===== config.mk =====
export PLATFORM = sky130hd
export DESIGN_NAME = regfl_rdout_flat
export DESIGN_NICKNAME = d
export VERILOG_FILES = /design/src/rtl/regfl_rdout_if.sv /design/src/rtl/regfl_rdout.sv /design/src/flat_wrapper.sv
export SDC_FILE = /design/constraint.sdc
export NUM_CORES = 2
export LEC_CHECK = 0
export ABC_AREA = 0
export CORE_ASPECT_RATIO = 0.75
export CORE_MARGIN = 2
export CORE_UTILIZATION = 46
export CTS_CLUSTER_DIAMETER = 100
export CTS_CLUSTER_SIZE = 12
export DETAILED_ROUTE_END_ITERATION = 10
export PLACE_DENSITY = 0.84
export SETUP_SLACK_MARGIN = 0.5
export SYNTH_ARGS = -nofsm -noshare
export SYNTH_HDL_FRONTEND = slang
export SYNTH_SLANG_ARGS = --single-unit
export TNS_END_PERCENT = 10

===== constraint.sdc =====
create_clock -name clk -period 5.1 [get_ports clk]
set_input_delay 0.51 -clock clk [delete_from_list [all_inputs] [get_ports clk]]
set_output_delay 0.51 -clock clk [all_outputs]
set_load 0.01 [all_outputs]

===== src/rtl/regfl_rdout_if.sv =====
// regfl_rdout_if: valid/ready word stream carrying register index, data and last flag
interface regfl_rdout_if #(
  parameter int W  = 64,
  parameter int AW = 3
);
  logic          o_valid;
  logic          o_ready;
  logic          o_last;
  logic [AW-1:0] o_idx;
  logic [W-1:0]  o_data;
  modport master (output o_valid, o_idx, o_data, o_last, input o_ready);
  modport slave (input o_valid, o_idx, o_data, o_last, output o_ready);
endinterface


===== src/rtl/regfl_rdout.sv =====
// regfl_rdout: snapshots the register file and streams its words with optional zero skipping and a running sum
module regfl_rdout #(
  parameter int W  = 64,
  parameter int N  = 8,
  parameter int AW = 3
) (
  input  logic            clk,
  input  logic            rst_b,
  input  logic            start,
  input  logic            skip_zero,
  input  logic [N*W-1:0]  q,
  output logic            busy,
  output logic            done,
  output logic [W+AW-1:0] sum,
  regfl_rdout_if.master   o
);
  typedef enum logic [1:0] {IDLE, SEND, DONE} state_t;
  state_t             state, nxt;
  logic [0:N-1][W-1:0] snap;
  logic               skip;
  logic [AW-1:0]      idx;
  logic [N-1:0]       nz;
  logic [W-1:0]       cur;
  logic               vld, skp, beat, at_end, rest_zero;
  for (genvar k = 0; k < N; k++) begin : g_nz
    assign nz[k] = |snap[k];
  end
  assign cur       = snap[idx];
  assign at_end    = idx == AW'(N - 1);
  assign rest_zero = ((nz >> idx) >> 1) == '0;
  assign skp       = state == SEND && skip && cur == '0;
  assign vld       = state == SEND && !(skip && cur == '0);
  assign beat      = vld && o.o_ready;
  assign o.o_valid = vld;
  assign o.o_idx   = idx;
  assign o.o_data  = cur;
  assign o.o_last  = vld && (at_end || (skip && rest_zero));
  assign busy      = state != IDLE;
  assign done      = state == DONE;
  always_comb begin
    nxt = state == IDLE ? (start ? SEND : IDLE) :
          state == SEND ? ((skp || beat) && at_end ? DONE : SEND) : IDLE;
  end
  always_ff @(posedge clk) begin
    if (!rst_b) begin
      state <= IDLE;
      idx   <= '0;
      snap  <= '0;
      skip  <= 1'b0;
      sum   <= '0;
    end else begin
      state <= nxt;
      if (state == IDLE && start) begin
        snap <= q;
        skip <= skip_zero;
        idx  <= '0;
        sum  <= '0;
      end
      if (skp || beat) idx <= idx + 1'b1;
      if (beat) sum <= sum + (W+AW)'(cur);
    end
  end
endmodule


===== src/flat_wrapper.sv =====
// flat-port wrapper written by rule: the top's interface ports become plain ports
module regfl_rdout_flat 
#(
  parameter int W  = 64,
  parameter int N  = 8,
  parameter int AW = 3
)
  (clk, rst_b, start, skip_zero, q, busy, done, sum, o_o_valid, o_o_idx, o_o_data, o_o_last, o_o_ready);
  regfl_rdout_if #(.W(W), .AW(AW)) o_i ();
  input  logic clk;
  input  logic rst_b;
  input  logic start;
  input  logic skip_zero;
  input  logic [N*W-1:0] q;
  output logic busy;
  output logic done;
  output logic [W+AW-1:0] sum;
  output wire logic [$bits(o_i.o_valid)-1:0] o_o_valid;
  output wire logic [$bits(o_i.o_idx)-1:0] o_o_idx;
  output wire logic [$bits(o_i.o_data)-1:0] o_o_data;
  output wire logic [$bits(o_i.o_last)-1:0] o_o_last;
  input wire logic [$bits(o_i.o_ready)-1:0] o_o_ready;
  assign o_o_valid = o_i.o_valid;
  assign o_o_idx = o_i.o_idx;
  assign o_o_data = o_i.o_data;
  assign o_o_last = o_i.o_last;
  assign o_i.o_ready = o_o_ready;
  regfl_rdout #(.W(W), .N(N), .AW(AW)) u_core (.clk(clk), .rst_b(rst_b), .start(start), .skip_zero(skip_zero), .q(q), .busy(busy), .done(done), .sum(sum), .o(o_i));
endmodule

==> results_dict.tcl <==
set metrics [dict create \
    wl_mm 138 \
    max_freq_mhz 213 \
    h-tree-depth 2 \
    place_area_um2 36500 \
    post-route-drc-count 0 \
    fp.dieW_um 295 \
    synth_fp_nets 4281 \
    track_usage 0.406 \
    initial_core_util 0.467 \
    design.die.area_um2 65400 \
    grt_pass1_wl_mm 195 \
    drv_slew 0 \
    synth_cells 3697 \
    clkSinkCount 585 \
    tritoncts "yes" \
    required_ns 4.59 \
    cpMaxStageDelayCell "mux4_2" \
    ys_seq_elements 585 \
    dpl.hpwl_mm 109 \
    design_area_um2 38500 \
    clkTransAtPathRegs_ns 0.07 \
    end_kind "output pin" \
    ir_drop_mv 0.242 \
    place_congestion 1.06 \
    final_common_cell "nand2_1" \
    worstMarginPinSlew_ns 0.988 \
    wl_per_cell_um 27.0 \
    netlist_area_um2 29200 \
    avgSynthCellArea_um2 7.88 \
    min_path_type "primary input to flip-flop" \
    grt.met1_usage 0.532 \
    arrival_ns 4.18 \
    seq_area_frac_synth 0.402 \
    port_buffers 654 \
    p_leak_nw 14.2 \
    grt_max_degree 203 \
    die_h_um 222 \
    use_met3 0.147 \
    drtIter0Drc 4797 \
    rsz0062_at_grt "yes" \
    setup_violations 0 \
    cpPeakStageDelay_ns 0.59 \
    cp-start-kind "flip-flop" \
    final_nets 4822 \
    power_density_nw_per_um2 283 \
    path_max_fanout 11 \
    drt-pass1-iter-count 8 \
    finalHoldViolations 0 \
    crit_path_cell_trace "buf_12, buf_16, mux4_2, mux2_4, or3_1, a211oi_2, o2111ai_2, and3b_2, buf_4, clkdlybuf4s50_1" \
    gr-total-overflow 0 \
    cts-root-buf "clkbuf_16" \
    layout_common_cells "nand2_1 (1275), clkdlybuf4s50_1 (653), a21oi_1 (607)" \
    synth_edf_count 0 \
    grt_use_met2 0.588 \
    drive_gt1_frac 0.0828 \
    num_rows 79 \
    period_minus_slack_ns 4.69 \
    synth.distinct_cells 77 \
    postSynth.asyncResetShare 0 \
    path_class "flip-flop to output pin" \
    viasPerCell 6.22 \
    period_share 0.919 \
    grt_pass1_vias 29400 \
    max-cap-violations 0 \
    ys_warn_count 0 \
    synth_ff_type "dfxtp_1" \
    clock_latency_ns 0.66 \
    status "complete, no violations" \
    core_area_um2 62400 \
    skew_ns 0.0357 \
    vias 31700 \
    areaGrowthSynthToFinish_pct 32.1 \
    cts_buffer_depth 3 \
    cts_made_buffers 54 \
    relSlewSlack 0.342 \
    fin_tns_setup_ns 0 \
    io_pins 655 \
    fill_cells 5458 \
    ant_nets 0 \
    grt.busiest_layer "met2" \
    antenna_found_initial 9 \
]
[critical path, delay by kind of cell (launching register included)]
kind                   cells  cell delay, ns
multiplexers               2            0.96
buffers and inverters      4            0.95
AND/OR/NAND/NOR            2            0.75
flip-flops                 1            0.43
AO/OA/AOI/OAI              2            0.42
[report_power, final]
part           internal (mW)  switching [mW]  leakage, nW  total, mW
Combinational          0.943            1.14         8.70       2.09
Sequential              4.81           0.295         4.79       5.10
Clock                   1.88            1.82        0.698       3.70
[state kept, by name (all words and copies together) (netlist names)]
name,cells
u_core.state,2
u_core.o.o_idx,3
u_core.snap,512
u_core.skip,1
u_core.sum,67
[per-layer routing]
metal,part of all wire,up-vias
met2,0.42,2361
met4,0.057,14
met5,0.00061,-
met3,0.15,472
met1,0.37,14900
li1,-,13900
[synthesized netlist by cell type, drive strengths merged (19+ instances only)]
library cell     n  area, um^2
a21o            27         204
nand2         1290        4850
nor4           136         851
clkbuf         209         787
nand3           55         280
a31oi           24         150
xnor2           34         298
ha              66         826
dfxtp          585       11700
o21ai           77         385
buf             55         302
nor2           103         394
xor2            19         166
mux4           131        2950
a21oi          609        3050
nand4           59         369
[final cells by class]
class | count | area [um^2] | area share
tap | 850 | 1060 | 0.0276
timing repair buffer | 750 | 7650 | 0.199
multi-input combinational | 2828 | 16600 | 0.430
clock buffer | 55 | 1360 | 0.0352
antenna | 4 | 10.0 | 0.000260
clock inverter | 4 | 73.8 | 0.00192
inverter | 19 | 78.8 | 0.00205
sequential | 585 | 11700 | 0.304
[worst paths after layout]
kind	start	endpoint	slack, ns	cells after the start
min reg2reg	u_core.snap[493]	u_core.snap[493]	0.46	2
max	u_core.o.o_idx[0]	o_o_valid	0.41	10
max reg2reg	u_core.o.o_idx[0]	u_core.sum[66]	0.46	17
min	q[312]	u_core.snap[312]	0.39	3
[repair_timing]
item,4_1_cts,5_1_grt
gates cloned,2,2
pin swaps,7,8
resized for setup,38,33
hold buffers,0,0
buffers inserted,9,3
setup endpoints to repair,12,22
[through the flow]
| stage | hold slack (ns) | worst slack [ns] | total power, mW | cells | util |
|---|---|---|---|---|---|
| after floorplan | 0.433 | 0.509 | 6.02 | 3697 | - |
| after global placement | 0.442 | 0.284 | 7.12 | 5016 | 0.585 |
| after detailed placement | 0.448 | 0.275 | 7.14 | 5016 | 0.585 |
| after CTS | 0.388 | 0.459 | 10.8 | 5086 | 0.613 |
| after global routing | 0.409 | 0.329 | 11.2 | 5092 | 0.617 |
| final | 0.392 | 0.413 | 10.9 | 5095 | 0.618 |
[logic make-up after synthesis]
| group | Yosys count | share of synthesized area |
|---|---|---|
| AND/OR/NAND/NOR | 1746 | 0.255 |
| multiplexers | 140 | 0.105 |
| AO/OA/AOI/OAI | 822 | 0.154 |
| XOR/XNOR | 53 | 0.0159 |
| adder cells (fa/ha/maj) | 67 | 0.0290 |
| flip-flops | 585 | 0.402 |
| buffers and inverters | 284 | 0.0402 |
No activity file was read; power rests on OpenSTA's default activity.
